[src/rtl/rr_decode_arbiter.sv]
// rtl/rr_decode_arbiter.sv - 8-way round-robin arbiter with registered grant index, decoded one-hot grant and tenure limit
module rr_decode_arbiter #(
  parameter int IDX_W    = 3,
  parameter int MAX_HOLD = 16,
  parameter int CNT_W    = 8,
  localparam int N_REQ   = 1 << IDX_W
) (
  input  logic             clk,
  input  logic             rst_n,
  input  logic [N_REQ-1:0] req,
  output logic [N_REQ-1:0] gnt,
  output logic [IDX_W-1:0] gnt_idx,
  output logic             gnt_valid,
  output logic             preempt
);

  typedef enum logic {
    ST_IDLE  = 1'b0,
    ST_GRANT = 1'b1
  } state_t;

  state_t           state_q, state_d;
  logic [IDX_W-1:0] ptr_q, ptr_d;
  logic [IDX_W-1:0] gnt_idx_q, gnt_idx_d;
  logic [CNT_W-1:0] hold_cnt_q, hold_cnt_d;
  logic             preempt_q, preempt_d;

  logic             found;
  logic [IDX_W-1:0] winner;
  logic [IDX_W-1:0] cand;

  // Rotating priority scan: the first requester at or after ptr wins.
  always_comb begin
    found  = 1'b0;
    winner = '0;
    cand   = '0;
    for (int k = 0; k < N_REQ; k++) begin
      cand = ptr_q + IDX_W'(k);
      if (!found && req[cand]) begin
        found  = 1'b1;
        winner = cand;
      end
    end
  end

  always_comb begin
    state_d    = state_q;
    ptr_d      = ptr_q;
    gnt_idx_d  = gnt_idx_q;
    hold_cnt_d = hold_cnt_q;
    preempt_d  = 1'b0;
    case (state_q)
      ST_IDLE: begin
        if (found) begin
          state_d    = ST_GRANT;
          gnt_idx_d  = winner;
          hold_cnt_d = '0;
        end
      end
      ST_GRANT: begin
        if (!req[gnt_idx_q]) begin
          state_d = ST_IDLE;
          ptr_d   = gnt_idx_q + IDX_W'(1);
        end else if (hold_cnt_q == CNT_W'(MAX_HOLD - 1)) begin
          state_d   = ST_IDLE;
          ptr_d     = gnt_idx_q + IDX_W'(1);
          preempt_d = 1'b1;
        end else begin
          hold_cnt_d = hold_cnt_q + CNT_W'(1);
        end
      end
      default: state_d = ST_IDLE;
    endcase
  end

  always_ff @(posedge clk) begin
    if (!rst_n) begin
      state_q    <= ST_IDLE;
      ptr_q      <= '0;
      gnt_idx_q  <= '0;
      hold_cnt_q <= '0;
      preempt_q  <= 1'b0;
    end else begin
      state_q    <= state_d;
      ptr_q      <= ptr_d;
      gnt_idx_q  <= gnt_idx_d;
      hold_cnt_q <= hold_cnt_d;
      preempt_q  <= preempt_d;
    end
  end

  function automatic logic [3:0] dec2to4(input logic [1:0] a, input logic en);
    dec2to4 = en ? (4'b0001 << a) : 4'b0000;
  endfunction

  // idx[2] steers the enable between the low and high 2-to-4 halves.
  logic lo_en, hi_en;
  assign lo_en     = (state_q == ST_GRANT) && !gnt_idx_q[2];
  assign hi_en     = (state_q == ST_GRANT) &&  gnt_idx_q[2];
  assign gnt       = {dec2to4(gnt_idx_q[1:0], hi_en), dec2to4(gnt_idx_q[1:0], lo_en)};
  assign gnt_idx   = gnt_idx_q;
  assign gnt_valid = (state_q == ST_GRANT);
  assign preempt   = preempt_q;

endmodule

[config.mk]
export PLATFORM = sky130hd
export DESIGN_NAME = rr_decode_arbiter
export DESIGN_NICKNAME = d
export VERILOG_FILES = /design/src/rtl/rr_decode_arbiter.sv
export SDC_FILE = /design/constraint.sdc
export NUM_CORES = 1
export LEC_CHECK = 0
export ABC_AREA = 1
export BUFFER_PORTS_ARGS = -buffer_cell sky130_fd_sc_hd__buf_2
export CAP_MARGIN = 0
export CORE_MARGIN = 4
export CORE_UTILIZATION = 45
export CTS_CLUSTER_SIZE = 14
export DETAILED_ROUTE_END_ITERATION = 10
export GPL_TIMING_DRIVEN = 0
export SKIP_CTS_REPAIR_TIMING = 1
export SLEW_MARGIN = 40
export SYNTH_ARGS = -nofsm -noshare
export SYNTH_HDL_FRONTEND = slang
export SYNTH_SLANG_ARGS = --single-unit
[constraint.sdc]
create_clock -name clk -period 4.8 [get_ports clk]
set_clock_uncertainty 0.2 [all_clocks]
set_input_delay 0.48 -clock clk [delete_from_list [all_inputs] [get_ports clk]]
set_output_delay 0.48 -clock clk [all_outputs]
set_load 0.1 [all_outputs]
==> results.txt, run 1 <==
- Status: complete, no violations
* Number of levels in the clock H-tree: 1
- Summing over every cut layer, the via total after detailed routing is approximately 1700.
- In this run the clock root is driven by a sky130_fd_sc_hd__clkbuf_8.
* Avg Cell Area, Syn: ~6.3 µm²
- Tightest slew margin relative to the limit: 66.2%
- Proportion of synthesized chip area in sequential cells: 19.2%
- NumNets Final: 309
- Path type of the worst min-delay path: reg2reg
- Max Cap Violations: 0
- The final max-slew violation count came to 0.
- Die area: roughly 4700 µm²
- In the routed design, unresolved DRC markers number 0.
- At the end of routability-driven placement, the weighted congestion stood at roughly 0.84.
- Counting flops with an async set or reset pin after synthesis yields a share of 0%.
- Post-detailed-route count of antenna-violating nets: 0
- In this run, synthesis produced a sequential element count of 16.
* Grt ovf: 0
- Distinct cell type count of the synthesized netlist: 32
- Worst Setup Path Type: reg2reg
- After the flow finishes, the layout carries non-filler instances totaling about 340.
* Buffers added on ports: 22
- Final cycle utilization of the critical path: 60.5%
- Arrival time reported for the critical path endpoint: 2.84 ns
- Commonest register cell after synthesis: sky130_fd_sc_hd__dfxtp_1
- The detailed router finished its first iteration with 120 violations.
- The final layout contains routed wiring with a total length of 4110 µm.
* Unrepaired setup endpoints after global routing: false
- Row generation in the floorplan step produced 21 rows.
- HPWL after DPL: approximately 3300 µm
- Along the worst path, the maximum fanout reaches 9.
- STA classifies the critical path endpoint as a flop.
* Final Critical Period: between 2 and 3 ns
- Share of layout cells above drive strength 1: 19.6%
- Peak ir drop on the vdd network: 0.425 mV
* Clock tree from TritonCTS: yes
- Largest net degree at the start of global routing: 11
* Synth-to-Final Area Change: 13.3%
* Required arrival time at the worst endpoint: 4.74 ns
- Most common cell after layout, fill and taps aside: sky130_fd_sc_hd__nand2_1
- STA classifies the critical path startpoint as a flop.
- Including well taps, the total number of placed cells is 333.
- Number of top-level design ports: 23
* Number of optimization iterations in the first detailed-route pass: 4
* Antenna violations before repair: 0
* Highest-count cells in the layout ignoring fill and taps: sky130_fd_sc_hd__nand2_1 (68), sky130_fd_sc_hd__nor2_1 (37), sky130_fd_sc_hd__nand3_1 (30)
- For the pin with the worst max-slew slack, the measured transition is 0.505 ns.
- Clock tree synthesis found a total of 16 sinks.
- Final Hold Violating Endpoints: 0
- Counting flops with a built-in enable in the synthesized netlist gives 0.
* Syn_nets: 282
- For this design the static power due to leakage is a little over 0.9 nW.
- Combined area of the multi-input logic cells: roughly 1200 µm²
- Number of inserted filler cells in the final layout: 380
- Number of warnings printed during yosys synthesis: 0
- The clock passes through at most 2 buffers.
- Starting density of the core: 48.1%
- Share of the core filled with cells in the final layout: roughly 55%
* Number of global-route vias before repair: 1571
- The die is 68.9 µm tall.
* Vias per Instance: 5.07
- Register Area: 320 µm²
- Die width: approximately 69 µm
* Cell area after synthesis: 1670 µm²
- Global-route wire length before repair: 6920 µm
- In the final timing run, aggregate negative setup slack is 0 ns.
- Power per cell area: 628 nW/µm²
- Final count of negative-setup-slack endpoints: 0
- Routed wirelength normalized by instance count: 12.2 µm
* Area of the core region: 3470 µm²
* Global Route Usage Sum: 19.4%
- Synthesis handed over a netlist of 265 instances.
- The repair_antennas step left the layout with diodes totalling 0.
- Clock-pin slew was measured on the worst setup and hold paths at 0.06 ns.
- Derived from the worst setup path, the maximum achievable clock frequency is 344 MHz.
* TritonCTS Buffers: 3
- Source-to-sink clock delay at the later pin of the worst-skew pair: 0.25 ns
## critical path: stages (launching register included)
cell	delay, ns
sky130_fd_sc_hd__dfxtp_1	0.34
sky130_fd_sc_hd__buf_6	0.16
sky130_fd_sc_hd__clkinv_2	0.14
sky130_fd_sc_hd__ha_1	0.39
sky130_fd_sc_hd__inv_2	0.18
sky130_fd_sc_hd__nand3_1	0.17
sky130_fd_sc_hd__nand3_2	0.14
sky130_fd_sc_hd__nand2_4	0.08
sky130_fd_sc_hd__nor2_8	0.11
sky130_fd_sc_hd__nand4_4	0.12
sky130_fd_sc_hd__nor2_4	0.19
sky130_fd_sc_hd__nand3_4	0.10
sky130_fd_sc_hd__nand2_4	0.12
sky130_fd_sc_hd__nand2_1	0.19
sky130_fd_sc_hd__nand2_1	0.11
sky130_fd_sc_hd__a21oi_1	0.06
## state kept, by name, indices dropped and copies added (netlist names)
signal,count
preempt,1
hold_cnt_q,8
gnt_valid,1
ptr_q,3
gnt_idx,3
## report_power, final
group | leakage (nW) | internal (W) | switching, W | total, W
sequential | 0.130 | 0.000155 | 0.0000280 | 0.000183
clock | 0.0288 | 0.0000728 | 0.0000477 | 0.000121
combinational | 0.763 | 0.000247 | 0.000637 | 0.000885
total | 0.923 | 0.000476 | 0.000713 | 0.00119
## cells in the mapped netlist, types with 4 or more instances
library cell	instances	share of area (%)
sky130_fd_sc_hd__nand2_2	7	2.6
sky130_fd_sc_hd__xor2_1	6	3.1
sky130_fd_sc_hd__nand2_1	68	15
sky130_fd_sc_hd__nor2_1	37	8.3
sky130_fd_sc_hd__inv_1	22	4.9
sky130_fd_sc_hd__a21oi_1	13	3.9
sky130_fd_sc_hd__nor3_1	4	1.2
sky130_fd_sc_hd__dfxtp_1	16	19
sky130_fd_sc_hd__nand3_2	8	4.8
sky130_fd_sc_hd__o21ai_0	13	3.9
sky130_fd_sc_hd__ha_1	7	5.2
sky130_fd_sc_hd__nand3_1	30	9.0
## stage by stage
stage / hold WS, ns / power (W) / cell area (µm²) / setup WS (ns)
after floorplan: 0.276 / 0.000912 / 1670 / 1.46
after global placement: 0.300 / 0.00108 / 1840 / 1.90
after detailed placement: 0.306 / 0.00107 / 1840 / 1.91
after CTS: 0.316 / 0.00120 / 1890 / 1.90
after global routing: 0.346 / 0.00129 / 1890 / 1.68
final: 0.315 / 0.00119 / 1890 / 1.90
## kinds of logic after synthesis
kind of cell,count (synthesis),share of synthesized area [%]
adder cells (fa/ha/maj),7,5.25
flip-flops,16,19.2
buffers and inverters,33,9.59
XOR/XNOR,8,4.20
AO/OA/AOI/OAI,34,11.2
AND/OR/NAND/NOR,167,50.5
## routing by layer
| layer | global-route usage [%] | part of all wire (%) | wire length (µm) | up-vias |
|---|---|---|---|---|
| met5 | 0 | 0 | 0 | - |
| met4 | 6.57 | 2.5 | 104 | 0 |
| met3 | 1.94 | 2.6 | 107 | 9 |
| met2 | 33.8 | 48 | 1980 | 31 |
| met1 | 24.8 | 47 | 1920 | 745 |
| li1 | - | - | - | 925 |
## area by class of cell
| type | count | area share (%) |
|---|---|---|
| Buffer | 4 | 2.65 |
| Clock buffer | 4 | 2.91 |
| Inverter | 29 | 5.82 |
| Multi-Input combinational cell | 216 | 62.8 |
| Sequential cell | 16 | 16.9 |
| Tap cell | 46 | 3.04 |
| Timing Repair Buffer | 22 | 5.82 |
## final timing paths
check	start	endpoint	slack, ns	depth (start not counted)
setup reg to reg	ptr_q[1]$_SDFFE_PN0P_	hold_cnt_q[6]$_SDFFE_PN0P_	1.90	15
hold / removal	hold_cnt_q[4]$_SDFFE_PN0P_	hold_cnt_q[4]$_SDFFE_PN0P_	0.31	2
setup / recovery	ptr_q[1]$_SDFFE_PN0P_	hold_cnt_q[6]$_SDFFE_PN0P_	1.90	15
hold reg to reg	hold_cnt_q[4]$_SDFFE_PN0P_	hold_cnt_q[4]$_SDFFE_PN0P_	0.31	2
Note: power is estimated with default switching activity, not from simulation.
==> run 2, diff against run 1 <==
ABC_AREA = 0   (was 1)
clock period = 3 ns   (was 4.8 ns; I/O delays follow)
==> run 2 against run 1 <==
Compared with the run above:
- the flow now finishes with violations (negative setup slack)
- setup slack worse by 2.0 ns
- combinational power is 25% higher
- largest power group unchanged
- area after synthesis is 5.4% higher
- critical endpoint is now hold_cnt_q[2]$_SDFFE_PN0P_
- largest cell class unchanged
- critical path type unchanged
==> results.txt, run 2 <==
- The final worst setup slack is -0.0967 ns (was 1.90 ns).
- Final non-filler cell total: 289 (was 337)
- The number of ports placed on the die boundary was 23 (unchanged).
* Portion of synthesized cell area occupied by the leading cell type: 18.2% (was 19.2%)
- The count of antenna diodes in the layout was 0 (unchanged).
* TritonCTS Buffers: 3 (unchanged)
* Number of enable flip-flop cells after synthesis: 0 (unchanged)
* Number of warnings printed during yosys synthesis: 0 (unchanged)
- Post-Route Hold Slack: 0.148 ns (was 0.315 ns)
- Required arrival time at the worst endpoint: 2.94 ns (was 4.74 ns)
- The first-pass iteration count of the detailed router came to 4 (unchanged).
- The primary flip-flop cell chosen by synthesis mapping is sky130_fd_sc_hd__dfxtp_1 (unchanged).
- Max FFs per register: 8 (unchanged)
- The floorplan die width is 70.5 µm (was 68.9 µm).
- Source-to-sink clock delay at the later pin of the worst-skew pair: 0.25 ns (about the same)
* Vias per Instance: 5.92 (was 5.07)
- The largest net degree at the start of global routing was 11 (unchanged).
* Worst-margin pin slew: 0.702 ns (was 0.505 ns)
* Grt ovf: 0 (unchanged)
* Via count: 1711 (was 1710)
- Final count of negative-setup-slack endpoints: 10 (was 0)
- Top cells by area, synth: sky130_fd_sc_hd__dfxtp_1 (18%), sky130_fd_sc_hd__mux4_2 (15%), sky130_fd_sc_hd__nor2_1 (5.8%), sky130_fd_sc_hd__mux2i_1 (5.7%), sky130_fd_sc_hd__ha_1 (5.0%) (was sky130_fd_sc_hd__dfxtp_1 (19%), sky130_fd_sc_hd__nand2_1 (15%), sky130_fd_sc_hd__nand3_1 (9.0%), sky130_fd_sc_hd__nor2_1 (8.3%), sky130_fd_sc_hd__ha_1 (5.2%)).
* Register bit total from synthesis: 16 (unchanged)
- HPWL after DPL: 3340 µm (was 3310 µm)
- The final max-slew violation count is 0 (unchanged).
* Distinct cell type count of the synthesized netlist: 51 (was 32)
- The largest vdd supply drop was 0.297 mV (was 0.425 mV).
* Number of remaining DRC errors: 0 (unchanged)
- The worst path arrival time came to 3.04 ns (was 2.84 ns).
* Top cells by instance count after synthesis: sky130_fd_sc_hd__nor2_1 (27), sky130_fd_sc_hd__dfxtp_1 (16), sky130_fd_sc_hd__nand2_1 (13) (was sky130_fd_sc_hd__nand2_1 (68), sky130_fd_sc_hd__nor2_1 (37), sky130_fd_sc_hd__nand3_1 (30))
- Gp weighted congestion: 0.837 (was 0.843)
- Share of layout cells above drive strength 1: 42.3% (was 19.6%)
- The worst max-slew margin expressed relative to the limit was 51.8% (was 66.2%).
- The H-tree level count was 1 (unchanged).
- Clk root buf: sky130_fd_sc_hd__clkbuf_8 (unchanged)
- The most used standard cell by instance count after synthesis is sky130_fd_sc_hd__nor2_1 (was sky130_fd_sc_hd__nand2_1).
* Final Critical Period: 3.10 ns (was 2.90 ns)
- The cell total after placement came to 261 (was 333).
- Max Cap Violations: 0 (unchanged)
- Highest-count cells in the layout ignoring fill and taps: sky130_fd_sc_hd__nor2_1 (25), sky130_fd_sc_hd__buf_2 (24), sky130_fd_sc_hd__buf_4 (19) (was sky130_fd_sc_hd__nand2_1 (68), sky130_fd_sc_hd__nor2_1 (37), sky130_fd_sc_hd__nand3_1 (30)).
* Cell area after layout: 2320 µm² (was 1890 µm²)
* Avg Cell Area, Syn: 9.21 µm² (was 6.30 µm²)
* Starting density of the core: 47.3% (was 48.1%)
- Synth-to-Final Area Change: 31.9% (was 13.3%)
- Syn Inst Count: 191 (was 265)
- Cell area after placement: 1980 µm² (was 1840 µm²)
- Global-route wire length before repair: 7310 µm (was 6920 µm)
- Number of global-route vias before repair: 1482 (was 1571)
- The critical setup path kind was reg2reg (unchanged).
- Global Route Usage Sum: 17.9% (was 19.4%)
- The element type at the critical path start is a flop (unchanged).
* Cell type with the highest aggregate area in the netlist: sky130_fd_sc_hd__dfxtp_1 (unchanged)
- The areal power density over the cells was 678 nW/µm² (was 628 nW/µm²).
- The register name with the most flops is hold_cnt_q (unchanged).
- The highest attainable clock frequency was 323 MHz (was 344 MHz).
* Cell area after synthesis: 1760 µm² (was 1670 µm²)
* Area of the core region: 3720 µm² (was 3470 µm²)
- Buffers added on ports: 22 (unchanged)
* Most common cell after layout, fill and taps aside: sky130_fd_sc_hd__nor2_1 (was sky130_fd_sc_hd__nand2_1)
* Reported leakage power: 0.947 nW (was 0.923 nW)
- Post-detailed-route count of antenna-violating nets: 0 (unchanged)
* Syn_nets: 208 (was 282)
- The detail-routed net length per standard cell was 16.6 µm (was 12.2 µm).
- The checks that failed: negative setup slack.
* Number of buffers between clock root and the deepest sink: 2 (unchanged)
- The total die area is 4970 µm² (was 4750 µm²).
* DRT iter0 DRCs: 124 (was 120)
- Proportion of synthesized chip area in sequential cells: 18.2% (was 19.2%)
- Final cycle utilization of the critical path: 103% (was 60.5%)
* Overall die height: 70.5 µm (was 68.9 µm)
- Post-synth ARST share: 0% (unchanged)
- Clock tree from TritonCTS: yes (unchanged)
- The routed wire length came to 4780 µm (was 4110 µm).
- Top fanout value on the critical path: 6 (was 9)
* Endpoint type of the worst setup path: flop (unchanged)
- Path type of the worst min-delay path: in2reg (was reg2reg)
* Number of inserted filler cells in the final layout: 336 (was 380)
* Total number of clock tree sinks: 16 (unchanged)
- Final Hold Violating Endpoints: 0 (unchanged)
- NumNets Final: 259 (was 309)
- The initial antenna violation count is 0 (unchanged).
- The site row count is 22 (was 21).
- Status: finished with violations (was complete, no violations)
- Post-CTS clock slew at the launch and capture registers of the worst setup and hold paths: 0.07 ns (was 0.06 ns)
- Unrepaired setup endpoints after global routing: true (was false)
## run 2: cell count changes in the layout (fill, tap and decap cells not counted), moves of 8 or more
cell | previous run | this run
sky130_fd_sc_hd__a21oi_1 | 13 | 4
sky130_fd_sc_hd__buf_4 | 1 | 19
sky130_fd_sc_hd__inv_1 | 22 | 8
sky130_fd_sc_hd__mux2i_1 | 0 | 9
sky130_fd_sc_hd__mux4_2 | 0 | 12
sky130_fd_sc_hd__nand2_1 | 68 | 13
sky130_fd_sc_hd__nand3_1 | 30 | 8
sky130_fd_sc_hd__nand3_2 | 8 | 0
sky130_fd_sc_hd__nor2_1 | 37 | 25
## run 2: cell type report
cell class                 count  area (µm²)  share of cell area (%)
inverter                      10        45.0                    1.94
tap                           48        60.1                    2.59
timing repair buffer          47         335                    14.5
clock buffer                   4        55.1                    2.37
buffer                         9        86.3                    3.72
sequential                    16         329                    14.2
multi-input combinational    155        1410                    60.7
## run 2: final timing paths
kind / startpoint / endpoint / slack (ns) / cells past startpoint
setup reg to reg: ptr_q[1]$_SDFFE_PN0P_ / hold_cnt_q[2]$_SDFFE_PN0P_ / -0.1 / 12
setup / recovery: ptr_q[1]$_SDFFE_PN0P_ / hold_cnt_q[2]$_SDFFE_PN0P_ / -0.1 / 12
hold / removal: rst_n / gnt_idx[1]$_SDFFE_PN0P_ / 0.15 / 2
hold reg to reg: hold_cnt_q[0]$_SDFFE_PN0P_ / hold_cnt_q[0]$_SDFFE_PN0P_ / 0.32 / 2
## run 2: routing by layer
layer | share of wire, % | GRT usage [%] | wire [µm]
met3 | 6.1 | 4.32 | 291
met4 | 0.042 | 0.638 | 2
met1 | 47 | 26.4 | 2230
met2 | 47 | 28.2 | 2260
met5 | 0 | 0 | 0
## run 2: power breakdown
part	leakage (nW)	switching [W]	internal (W)	total (W)
Clock	0.0288	0.0000754	0.000116	0.000192
Sequential	0.132	0.0000346	0.000238	0.000272
Combinational	0.787	0.000633	0.000477	0.00111
Total	0.947	0.000742	0.000831	0.00157
## run 2: critical path, stage by stage, from the launching register on
cell                       delay [ns]
sky130_fd_sc_hd__dfxtp_4         0.37
sky130_fd_sc_hd__buf_8           0.12
sky130_fd_sc_hd__inv_4           0.03
sky130_fd_sc_hd__ha_4            0.30
sky130_fd_sc_hd__mux4_2          0.51
sky130_fd_sc_hd__mux2_4          0.32
sky130_fd_sc_hd__o32ai_4         0.29
sky130_fd_sc_hd__buf_12          0.15
sky130_fd_sc_hd__a41o_4          0.23
sky130_fd_sc_hd__buf_8           0.14
sky130_fd_sc_hd__a21boi_2        0.06
sky130_fd_sc_hd__xnor2_1         0.19
sky130_fd_sc_hd__nor2_1          0.06
## run 2: stage by stage
step                      utilization [%]  total power [W]  setup WS [ns]  TNS (ns)
final                                62.4          0.00157        -0.0967    -0.680
after global routing                 62.4          0.00167         -0.235     -2.13
after CTS                            54.6          0.00140         -0.350     -2.82
after detailed placement             53.2          0.00121         -0.328     -2.61
after global placement               53.2          0.00120         -0.301     -2.27
after floorplan                         -          0.00104         -0.109    -0.299
## run 2: logic make-up after synthesis
kind of cell    after synthesis  synth area share (%)
mux                          29                  27.5
xor+xnor                     10                  5.41
buf+inv                      20                  6.19
fa+ha+maj                     7                  4.98
simple gates                 69                  18.6
flops                        16                  18.2
compound gates               40                  19.1
==> run 3, diff against run 2 <==
ABC_AREA = 1   (was 0)
PLACE_DENSITY = 0.72   (was default)
clock period = 3.6 ns   (was 3 ns; I/O delays follow)
==> run 3 against run 2 <==
Compared with the run above:
- the run now ends clean
- total power grew 0.56%
- hold slack gained 0.061 ns
- first-iteration DRC count shrank 9.7%
- sequential power shrank 10%
- critical endpoint is now hold_cnt_q[6]$_SDFFE_PN0P_
- largest cell class unchanged
==> results.txt, run 3 (synthesis results as in run 1) <==
- Vias per Instance: 5.11 (was 5.92)
- Unrepaired setup endpoints after global routing: false (was true)
* Highest-count cells in the layout ignoring fill and taps: sky130_fd_sc_hd__nand2_1 (68), sky130_fd_sc_hd__nor2_1 (37), sky130_fd_sc_hd__nand3_1 (30) (was sky130_fd_sc_hd__nor2_1 (25), sky130_fd_sc_hd__buf_2 (24), sky130_fd_sc_hd__buf_4 (19))
* Source-to-sink clock delay at the later pin of the worst-skew pair: 0.25 ns (about the same)
* DRT iter0 DRCs: 112 (was 124)
- Rows: 21 (was 22)
- Gp weighted congestion: 0.867 (was 0.837)
* Reg2reg setup slack: 0.71 ns (was -0.1 ns)
* Total number of clock tree sinks: 16 (unchanged)
- Clock tree from TritonCTS: yes (unchanged)
- Max Cap Violations: 0 (unchanged)
* Overall routed net length: 4020 µm (was 4780 µm)
- Clk root buf: sky130_fd_sc_hd__clkbuf_8 (unchanged)
- Startpoint kind of the worst setup timing path: flop (unchanged)
- Via count: 1722 (was 1711)
- The highest attainable clock frequency is 346 MHz (was 323 MHz).
* Number of placed instances with taps included: 333 (was 261)
- Required arrival time at the worst endpoint: 3.54 ns (was 2.94 ns)
- The starting density of the core is 48.1% (was 47.3%).
- The fraction of final layout cells sized beyond drive strength 1 was 19.6% (was 42.3%).
- Status: complete, no violations (was finished with violations).
* Post-CTS clock slew at the launch and capture registers of the worst setup and hold paths: 0.07 ns (about the same)
- The element type at the critical path end is a flop (unchanged).
* Number of remaining DRC errors: 0 (unchanged)
- Synth-to-Final Area Change: 13.3% (was 31.9%)
- The final number of hold-violating endpoints is 0 (unchanged).
* Tightest slew margin relative to the limit: 65.7% (was 51.8%)
* Path type of the worst min-delay path: in2reg (unchanged)
* Grt ovf: 0 (unchanged)
- Worst-margin pin slew: 0.512 ns (was 0.702 ns)
- The maximum clock insertion buffer count is 2 (unchanged).
* Number of levels in the clock H-tree: 1 (unchanged)
- The largest fanout on the critical path was 9 (was 6).
* Number of optimization iterations in the first detailed-route pass: 5 (was 4)
- The number of flip-flops in the largest register came to 8 (unchanged).
* HPWL after DPL: 3150 µm (was 3340 µm)
- Die area: 4750 µm² (was 4970 µm²)
* Buffers added on ports: 22 (unchanged)
- The register name with the most flops is hold_cnt_q (unchanged).
- Die width: 68.9 µm (was 70.5 µm)
* Most common cell after layout, fill and taps aside: sky130_fd_sc_hd__nand2_1 (was sky130_fd_sc_hd__nor2_1)
- The count of filler cells inserted in the layout is 363 (was 336).
- Reported leakage power: 0.923 nW (was 0.947 nW)
* Post-detailed-route count of antenna-violating nets: 0 (unchanged)
* Register Area: 320 µm² (was 329 µm²)
* NumNets Final: 309 (was 259)
* Peak ir drop on the vdd network: 0.477 mV (was 0.297 mV)
- The number of global-route vias before repair came to 1572 (was 1482).
* Routed wirelength normalized by instance count: 11.9 µm (was 16.6 µm)
- Worst Setup Path Type: reg2reg (unchanged)
- Global-route wire length before repair: 7000 µm (was 7310 µm)
* Setup_tns: 0 ns (was -0.680 ns)
- Final Critical Period: 2.89 ns (was 3.10 ns)
* Final count of negative-setup-slack endpoints: 0 (was 10)
- Final cycle utilization of the critical path: 80.4% (was 103%)
- The sum of internal, switching and leakage power came to 0.00158 W (was 0.00157 W).
- The largest net degree at the start of global routing was 11 (unchanged).
- Antenna violations before repair: 0 (unchanged)
- The worst hold slack is 0.209 ns (was 0.148 ns).
- The count of antenna diodes in the layout is 0 (unchanged).
- Power per cell area: 836 nW/µm² (was 678 nW/µm²)
- Area of the core region: 3470 µm² (was 3720 µm²)
* Global Route Usage Sum: 19.1% (was 17.9%)
- Final count of pins violating max slew: 0 (unchanged)
* TritonCTS Buffers: 3 (unchanged)
- The area of the multi-input gates was 1190 µm² (was 1410 µm²).
- Number of top-level design ports: 23 (unchanged)
* Final non-filler cell total: 337 (was 289)
* Overall die height: 68.9 µm (was 70.5 µm)
- The worst path arrival time was 2.83 ns (was 3.04 ns).
-- run 3: changes by cell type in the layout (fill, tap and decap cells not counted), moves of 6 or more --
cell and delta:
sky130_fd_sc_hd__nand2_1 +55, sky130_fd_sc_hd__nand3_1 +22, sky130_fd_sc_hd__buf_4 -18, sky130_fd_sc_hd__inv_1 +14, sky130_fd_sc_hd__mux4_2 -12, sky130_fd_sc_hd__nor2_1 +12
sky130_fd_sc_hd__a21oi_1 +9, sky130_fd_sc_hd__mux2i_1 -9, sky130_fd_sc_hd__nand3_2 +8, sky130_fd_sc_hd__o21ai_0 +7, sky130_fd_sc_hd__nand2_2 +6
-- run 3: metal layers --
| metal | GRT usage, % | vias up | share of wire, % |
|---|---|---|---|
| met5 | 0 | - | 0 |
| met4 | 4.38 | 0 | 1.0 |
| met2 | 31.5 | 34 | 45 |
| li1 | - | 921 | - |
| met1 | 26.8 | 762 | 51 |
| met3 | 1.62 | 5 | 3.3 |
-- run 3: cell type report --
cell class | instances | share of cell area (%)
Multi-Input combinational cell | 216 | 62.8
Sequential cell | 16 | 16.9
Timing Repair Buffer | 22 | 5.82
Clock buffer | 4 | 2.91
Buffer | 4 | 2.65
Inverter | 29 | 5.82
Tap cell | 46 | 3.04
-- run 3: worst max-delay path, cell delays in order, from the launching register on --
cell and delay, ns:
sky130_fd_sc_hd__dfxtp_1 0.35, sky130_fd_sc_hd__buf_6 0.16, sky130_fd_sc_hd__clkinv_2 0.14, sky130_fd_sc_hd__ha_1 0.38, sky130_fd_sc_hd__inv_2 0.17, sky130_fd_sc_hd__nand3_1 0.18
sky130_fd_sc_hd__nand3_2 0.14, sky130_fd_sc_hd__nand2_4 0.07, sky130_fd_sc_hd__nor2_8 0.11, sky130_fd_sc_hd__nand4_4 0.11, sky130_fd_sc_hd__nor2_4 0.18, sky130_fd_sc_hd__nand3_4 0.10
sky130_fd_sc_hd__nand2_4 0.11, sky130_fd_sc_hd__nand2_1 0.19, sky130_fd_sc_hd__nand2_1 0.12, sky130_fd_sc_hd__a21oi_1 0.06
-- run 3: path summary, 6_finish.rpt --
path / end / from / cells after the start
max reg2reg: hold_cnt_q[6]$_SDFFE_PN0P_ / ptr_q[1]$_SDFFE_PN0P_ / 15
min: gnt_idx[0]$_SDFFE_PN0P_ / rst_n / 3
max: hold_cnt_q[6]$_SDFFE_PN0P_ / ptr_q[1]$_SDFFE_PN0P_ / 15
min reg2reg: hold_cnt_q[1]$_SDFFE_PN0P_ / hold_cnt_q[1]$_SDFFE_PN0P_ / 2
-- run 3: power by group --
part	switching [W]	internal [W]	total [W]
Sequential	0.0000364	0.000207	0.000244
Combinational	0.000847	0.000329	0.00118
Clock	0.0000648	0.0000971	0.000162
-- run 3: metrics by stage --
step	instance area, µm²	utilization (%)	setup slack (ns)
3_3_place_gp	1840	53.0	0.744
4_1_cts	1890	54.5	0.707
5_1_grt	1890	54.5	0.478
2_1_floorplan	1670	-	0.384
6_report	1890	54.5	0.707
3_5_place_dp	1840	53.0	0.721
